`src/rtl/fifo_sync_fwft_ctrl.sv`:
```
// Single-clock FIFO controller for a distributed simple-dual-port RAM.
// It owns the pointers and flags, and holds the next word in a first-word-fall-through output register.
module fifo_sync_fwft_ctrl #(
  parameter int unsigned ADDR_WIDTH       = 5,
  parameter int unsigned DATA_WIDTH       = 32,
  parameter int unsigned ALMOST_FULL_NUM  = 28,
  parameter int unsigned ALMOST_EMPTY_NUM = 4
) (
  input  logic                  clk,
  input  logic                  rst_n,
  input  logic                  wr_en,
  input  logic [DATA_WIDTH-1:0] wr_data,
  output logic                  full,
  output logic                  almost_full,
  output logic                  wr_err,
  output logic                  rd_valid,
  input  logic                  rd_ready,
  output logic [DATA_WIDTH-1:0] rd_data,
  output logic                  almost_empty,
  output logic [ADDR_WIDTH:0]   level,
  output logic                  ram_wr_en,
  output logic [ADDR_WIDTH-1:0] ram_wr_addr,
  output logic [DATA_WIDTH-1:0] ram_wr_data,
  output logic [ADDR_WIDTH-1:0] ram_rd_addr,
  input  logic [DATA_WIDTH-1:0] ram_rd_data
);

  localparam int unsigned PW    = ADDR_WIDTH + 1;
  localparam int unsigned DEPTH = 1 << ADDR_WIDTH;

  typedef enum logic {
    ST_EMPTY = 1'b0,
    ST_VALID = 1'b1
  } state_e;

  state_e                state_q, state_d;
  logic [PW-1:0]         wr_ptr_q, wr_ptr_d;
  logic [PW-1:0]         rd_ptr_q, rd_ptr_d;
  logic [DATA_WIDTH-1:0] rd_data_q, rd_data_d;
  logic                  wr_err_q, wr_err_d;

  logic [PW-1:0] ram_count;
  logic          ram_empty;
  logic          wr_acc;
  logic          load;

  // Flags decode only registered state; the wrap bit keeps full and empty distinct.
  assign ram_count    = wr_ptr_q - rd_ptr_q;
  assign full         = (ram_count == PW'(DEPTH));
  assign ram_empty    = (ram_count == '0);
  assign rd_valid     = (state_q == ST_VALID);
  assign level        = ram_count + {{ADDR_WIDTH{1'b0}}, rd_valid};
  assign almost_full  = (level >= PW'(ALMOST_FULL_NUM));
  assign almost_empty = (level <= PW'(ALMOST_EMPTY_NUM));
  assign wr_err       = wr_err_q;
  assign rd_data      = rd_data_q;

  assign wr_acc      = wr_en & ~full;
  assign ram_wr_en   = wr_acc;
  assign ram_wr_addr = wr_ptr_q[ADDR_WIDTH-1:0];
  assign ram_wr_data = wr_data;
  assign ram_rd_addr = rd_ptr_q[ADDR_WIDTH-1:0];

  // Load the output register when it is empty or being drained and the RAM has a word.
  assign load = ~ram_empty & (~rd_valid | rd_ready);

  always_comb begin
    state_d   = state_q;
    wr_ptr_d  = wr_ptr_q;
    rd_ptr_d  = rd_ptr_q;
    rd_data_d = rd_data_q;
    wr_err_d  = wr_en & full;
    if (wr_acc) begin
      wr_ptr_d = wr_ptr_q + PW'(1);
    end
    if (load) begin
      rd_data_d = ram_rd_data;
      rd_ptr_d  = rd_ptr_q + PW'(1);
    end
    case (state_q)
      ST_EMPTY: if (load) state_d = ST_VALID;
      ST_VALID: if (rd_ready && ram_empty) state_d = ST_EMPTY;
      default:  state_d = ST_EMPTY;
    endcase
  end

  always_ff @(posedge clk or negedge rst_n) begin
    if (!rst_n) begin
      state_q   <= ST_EMPTY;
      wr_ptr_q  <= '0;
      rd_ptr_q  <= '0;
      rd_data_q <= '0;
      wr_err_q  <= 1'b0;
    end else begin
      state_q   <= state_d;
      wr_ptr_q  <= wr_ptr_d;
      rd_ptr_q  <= rd_ptr_d;
      rd_data_q <= rd_data_d;
      wr_err_q  <= wr_err_d;
    end
  end

endmodule

```
`config.mk`:
```
export PLATFORM = sky130hd
export DESIGN_NAME = fifo_sync_fwft_ctrl
export DESIGN_NICKNAME = d
export VERILOG_FILES = /design/src/rtl/fifo_sync_fwft_ctrl.sv
export SDC_FILE = /design/constraint.sdc
export NUM_CORES = 1
export LEC_CHECK = 0
export BUFFER_PORTS_ARGS = -buffer_cell sky130_fd_sc_hd__buf_2
export CORE_UTILIZATION = 48
export CTS_BUF_LIST = sky130_fd_sc_hd__clkbuf_8
export DETAILED_ROUTE_END_ITERATION = 8
export HOLD_SLACK_MARGIN = 0.12
export PLACE_DENSITY = 0.93
export SYNTH_ARGS = -nofsm -noshare
export SYNTH_HDL_FRONTEND = slang
export SYNTH_SLANG_ARGS = --single-unit
```
`constraint.sdc`:
```
create_clock -name clk -period 5.2 [get_ports clk]
set_clock_uncertainty 0.1 [all_clocks]
set_input_delay 0.26 -clock clk [delete_from_list [all_inputs] [get_ports clk]]
set_output_delay 0.26 -clock clk [all_outputs]
set_load 0.01 [all_outputs]
```
=== Yosys cells after proc, flatten, opt, wreduce, memory -nomap -nowiden ===
Cells that the tools add are included.

* Memory bits (writable): 0
* ROM bits: 0
* Latch bits: 0
* Output and inout port bits: 86
* Memories kept: 0
* Register bits after elaboration: 46
* Logic and storage cells: 24
* Input bits: 68

* $mul: 0
* Equality and inequality tests: 1
* Shifts and indexed selects: 0
* Reductions and logical operators: 2
* $lt $le $gt $ge: 2
* Divide/modulo/power cells: 0
* Muxes and demuxes: 3
* Bitwise logic cells: 7
* Add/subtract/negate cells: 4

{| class="wikitable"
|+ Operators with widths
! kind !! count
|-
| $add A6 B1 Y6 const B || 2
|-
| $add A6 B1 Y6 || 1
|-
| $eq A6 B6 Y1 const B || 1
|-
| $ge A6 B5 Y1 const B || 1
|-
| $le A6 B3 Y1 const B || 1
|-
| $logic_not A6 Y1 || 1
|-
| $sub A6 B6 Y6 || 1
|-
| $and A1 B1 Y1 || 3
|-
| $not A1 Y1 || 3
|-
| $mux W1 || 2
|-
| $pmux W1 S2 || 1
|-
| $logic_and A1 B1 Y1 || 1
|-
| $or A1 B1 Y1 || 1
|}

=== Depth between registers and ports, before layout ===
* Word-level depth: 6
* Mapped depth: 12
* Gate-level depth less buffers: 10

=== Worst setup path after synthesis ===
No wires, ideal clock.

* Path type: register to register
* Start: register wr_ptr_q[0]
* End: register rd_ptr_q[1]
* Library setup time: 127 ps
* Period minus slack after synthesis: 2914 ps
* Cell stages (with the launch flop): 12
* Arrival time: 2686 ps
* Slack: 2286 ps
* Buffers on the path: 2
* Data required time: 4973 ps
* Cells stage by stage: dfrtp_1 > inv_1 > ha_1 > inv_1 > fa_1 > a21o_1 > a21oi_2 > xnor2_1 > o41ai_2 > buf_4 > buf_6 > mux2_1

* Cells in the longest elaborated chain, start to end: 4

{| class="wikitable"
|+ Ends and longest elaborated chain
! element !! RTL line !! source
|-
| from (decl) || 37 || <nowiki>logic [PW-1:0] wr_ptr_q, wr_ptr_d;</nowiki>
|-
| from (signal assigned) || 96 || <nowiki>wr_ptr_q <= wr_ptr_d;</nowiki>
|-
| $sub A6 B6 Y6 || 48 || <nowiki>assign ram_count = wr_ptr_q - rd_ptr_q;</nowiki>
|-
| $logic_not A6 Y1 || 50 || <nowiki>assign ram_empty = (ram_count == '0);</nowiki>
|-
| $not A1 Y1 || 65 || <nowiki>assign load = ~ram_empty & (~rd_valid | rd_ready);</nowiki>
|-
| $and A1 B1 Y1 || 65 ||
|-
| to (signal assigned) || 97 || <nowiki>rd_ptr_q <= rd_ptr_d;</nowiki>
|-
| to (decl) || 38 || <nowiki>logic [PW-1:0] rd_ptr_q, rd_ptr_d;</nowiki>
|}

No other way between the ends.
A chain may end at the register's enable or synchronous reset.

=== Worst setup path in the final report ===
* Start: register rd_ptr_q[0]
* End: output almost_empty

* Cells in the longest elaborated chain, start to end: 3

{| class="wikitable"
|+ Ends and longest elaborated chain
! element !! RTL line !! source
|-
| $sub A6 B6 Y6 || 48 ||
|-
| $add A6 B1 Y6 || 52 || <nowiki>assign level = ram_count + {{ADDR_WIDTH{1'b0}}, rd_valid};</nowiki>
|-
| $le A6 B3 Y1 || 54 || <nowiki>assign almost_empty = (level <= PW'(ALMOST_EMPTY_NUM));</nowiki>
|-
| to (decl) || 19 || <nowiki>output logic almost_empty,</nowiki>
|}

No other way between the ends.

==> impl_metrics.csv <==
group,metric,value,unit
logic_synthesis,synth_area_per_cell,11.6,µm²
status,outcome,"complete, no violations",
global_route,groute.usage.overall,20.8,%
timing,setup_repair_after_global_routing_missed_its_margin,"no",
routing,num_vias,1844,
floorplanning,floorplan.initialDensity,50.2,%
finish,final_layout_size_suffix_gt1_share,33.4,%
clock_tree,cts.sinks,46,
finish,final_net_count,385,
floorplanning,core_area,0.00514,mm²
logic_synthesis,synth-seq-cells,46,
clock_tree,insertion_delay,0.29,ns
global_route,grt_first_pass_wirelength,8780,µm
clock_tree,holdBufCountCts,34,
finish,layout.cells.most_common_list,"89 x sky130_fd_sc_hd__buf_2, 46 x sky130_fd_sc_hd__dfrtp_1, 34 x sky130_fd_sc_hd__mux2_1, 34 x sky130_fd_sc_hd__dlygate4sd3_1, 10 x sky130_fd_sc_hd__xor2_1",
logic_synthesis,syn-num-nets,300,
setup_path,critical_path.max_fanout,8,
logic_synthesis,mappedNetlistArea,0.00258,mm²
setup_path,crit_path_launch_type,"flop",
placement,place_congestion,0.802,
placement,numPlacedInstances,336,
routing,drtAntennaViolNets,0,
routing,drt-pass1-iter-count,4,
floorplanning,die_h,75.3,µm
timing,fin_crit_sh,67.5,%
clock_tree,cts_tree,"built",
finish,area_growth_syn_to_layout,25.1,%
finish,antennaDiodeCount,0,
finish,finish.cell_count_without_fillers,378,
floorplanning,design.die.area,0.00567,mm²
run,cap_violations,0,
global_route,grt_max_degree,47,
setup_path,setup.worst_path.class,"reg -> out",
finish,layout.cells.most_common,"sky130_fd_sc_hd__buf_2",
routing,drcViolationCount,0,
logic_synthesis,yosysSeqAreaShare,44.6,%
global_route,grt-ovfl-total,0,
clock_tree,clkTransAtPathRegs,0.08,ns
worst_hold_path,worst_hold_path_type,"in -> reg",
clock_tree,clock-root-buffer,"sky130_fd_sc_hd__clkbuf_8",
timing,post-route-min-period,3.51,ns
routing,finalWirelength,5470,µm
clock_tree,post_cts_resized,0,
clock_tree,tritoncts.num_buffers,5,
timing,drv_slew,0,
logic_synthesis,synth-warning-count,0,
clock_tree,post-cts-setup-buffer-count,0,
placement,place.detailed.hpwl,3470,µm
setup_path,worstReg2RegStart,"rd_ptr_q[0]$_DFFE_PN0P_",
setup_path,required,4.84,ns
setup_path,crit_path_launch,"rd_ptr_q[0]$_DFFE_PN0P_",
logic_synthesis,syn-instance-count,222,
floorplanning,fp-row-count,26,
logic_synthesis,number_of_library_cell_types_mapped_by_synthesis,36,
timing,maxClockFrequency,0.285,GHz
timing,finalSetupViolCount,0,
power,ir_drop,0.564,mV
power,pleak,1.55,nW
clock_tree,cts_htree_levels,2,
routing,wire_per_inst,14.5,µm
global_route,number_of_antenna_violations_at_the_first_check_in_global_routing,0,
setup_path,worstPathArrival,3.15,ns
setup_path,critical_path.endpoint_type,"output port",
floorplanning,dieWidth,75.3,µm
timing,tns,0,ns
power,power.density_cell_area,705,mW/mm²
routing,drt-vias-per-instance,4.88,
timing,worstMarginPinSlew,1.01,ns
placement,port-buffer-count,89,
timing,worst_slew_margin_rel,32.6,%
timing,timing.final.hold_violations,0,
global_route,number_of_global_route_vias_before_repair,1867,
worst_hold_path,hold_path_startpoint,"rd_ready",
floorplanning,num_io_pins,154,
clock_tree,cts_buffer_depth,2,
routing,drt_iter0_markers,75,
worst max-delay path, stage by stage, from the launching register on:
cell	delay, ns
sky130_fd_sc_hd__dfrtp_1	0.50
sky130_fd_sc_hd__ha_1	0.23
sky130_fd_sc_hd__inv_1	0.06
sky130_fd_sc_hd__fa_1	0.40
sky130_fd_sc_hd__xor2_1	0.49
sky130_fd_sc_hd__and3_1	0.33
sky130_fd_sc_hd__xor2_1	0.11
sky130_fd_sc_hd__or4_1	0.53
sky130_fd_sc_hd__nand3_1	0.10
sky130_fd_sc_hd__buf_2	0.13
cell families after synthesis:
family	synth area share, %
and+or+nand+nor	8.64
DFF	44.6
xor gates and xnor gates	6.45
AOI/OAI and AO/OA	4.85
adders and majority gates	5.14
buffers and inverters	14.9
muxes	15.4
path summary, 6_finish.rpt:
| path | to | slack, ns | depth (start not counted) |
|---|---|---|---|
| max | almost_empty | 1.69 | 9 |
| min | rd_valid$_DFF_PN0_ | 0.25 | 3 |
| max reg2reg | rd_data[24]$_DFFE_PN0P_ | 1.88 | 9 |
| min reg2reg | rd_data[12]$_DFFE_PN0P_ | 0.39 | 1 |
| max in group asynchronous | wr_ptr_q[0]$_DFFE_PN0P_ | 3.78 | 2 |
| min in group asynchronous | rd_data[1]$_DFFE_PN0P_ | 0.59 | 2 |
routing by layer:
layer,wire [µm],vias to the layer above,GRT usage [%],share of wire (%)
met1,2380,866,25.3,44
met2,2540,80,34.4,46
met3,455,15,7.54,8.3
met5,0,-,0,0
met4,87,0,7.00,1.6
li1,-,883,-,-
power by group:
group	internal, mW	switching [mW]	total [mW]
registers	0.487	0.103	0.591
logic	0.606	0.837	1.44
clock network	0.122	0.118	0.240
total	1.22	1.06	2.27
flip-flops by register name, indices dropped and copies added, names as in the netlist:
signal / count
rd_data: 32
rd_ptr_q: 6
wr_ptr_q: 6
rd_valid: 1
wr_err: 1
synthesized netlist by cell type:
library cell | n | area share (%)
sky130_fd_sc_hd__a211oi_4 | 1 | 0.78
sky130_fd_sc_hd__a21o_1 | 2 | 0.58
sky130_fd_sc_hd__a21oi_1 | 3 | 0.58
sky130_fd_sc_hd__a21oi_2 | 1 | 0.34
sky130_fd_sc_hd__and2_1 | 2 | 0.49
sky130_fd_sc_hd__and3_1 | 1 | 0.24
sky130_fd_sc_hd__buf_2 | 1 | 0.19
sky130_fd_sc_hd__buf_4 | 43 | 13
sky130_fd_sc_hd__buf_6 | 2 | 0.87
sky130_fd_sc_hd__dfrtp_1 | 46 | 45
sky130_fd_sc_hd__fa_1 | 1 | 0.78
sky130_fd_sc_hd__ha_1 | 9 | 4.4
sky130_fd_sc_hd__inv_1 | 9 | 1.3
sky130_fd_sc_hd__mux2_1 | 34 | 15
sky130_fd_sc_hd__mux2i_2 | 1 | 0.53
sky130_fd_sc_hd__nand2_1 | 6 | 0.87
sky130_fd_sc_hd__nand2b_1 | 1 | 0.24
sky130_fd_sc_hd__nand3_1 | 5 | 0.97
sky130_fd_sc_hd__nand4_1 | 2 | 0.49
sky130_fd_sc_hd__nand4b_1 | 1 | 0.34
sky130_fd_sc_hd__nor2_1 | 9 | 1.3
sky130_fd_sc_hd__nor2b_1 | 2 | 0.49
sky130_fd_sc_hd__nor3_1 | 5 | 0.97
sky130_fd_sc_hd__nor4_1 | 2 | 0.49
sky130_fd_sc_hd__nor4_2 | 1 | 0.49
sky130_fd_sc_hd__o2111a_1 | 1 | 0.44
sky130_fd_sc_hd__o21a_1 | 2 | 0.58
sky130_fd_sc_hd__o21ai_0 | 2 | 0.39
sky130_fd_sc_hd__o22ai_1 | 1 | 0.24
sky130_fd_sc_hd__o31ai_1 | 1 | 0.29
sky130_fd_sc_hd__o41ai_2 | 1 | 0.63
sky130_fd_sc_hd__or2_1 | 2 | 0.49
sky130_fd_sc_hd__or3_1 | 2 | 0.49
sky130_fd_sc_hd__or4_1 | 1 | 0.29
sky130_fd_sc_hd__xnor2_1 | 9 | 3.1
sky130_fd_sc_hd__xor2_1 | 10 | 3.4
through the flow:
| stage | hold slack, ns | setup WS, ns | area (µm²) | total power, mW | utilization [%] |
|---|---|---|---|---|---|
| floorplan | -0.136 | 2.29 | 2580 | 1.64 | - |
| global placement | 0.370 | 1.97 | 2780 | 1.95 | 54.1 |
| detailed placement | 0.375 | 1.87 | 2780 | 2.02 | 54.1 |
| CTS | 0.246 | 1.68 | 3230 | 2.28 | 62.8 |
| global route | 0.298 | 1.47 | 3230 | 2.47 | 62.8 |
| finish | 0.251 | 1.69 | 3230 | 2.27 | 62.8 |
area by class of cell:
cell class | count | area, µm²
multi-input combinational | 121 | 1050
inverter | 9 | 33.8
sequential | 46 | 1150
clock inverter | 1 | 8.76
timing repair buffer | 124 | 793
fill | 435 | 1910
tap | 70 | 87.6
clock buffer | 7 | 96.3
Note: power is estimated with default switching activity, not from simulation.
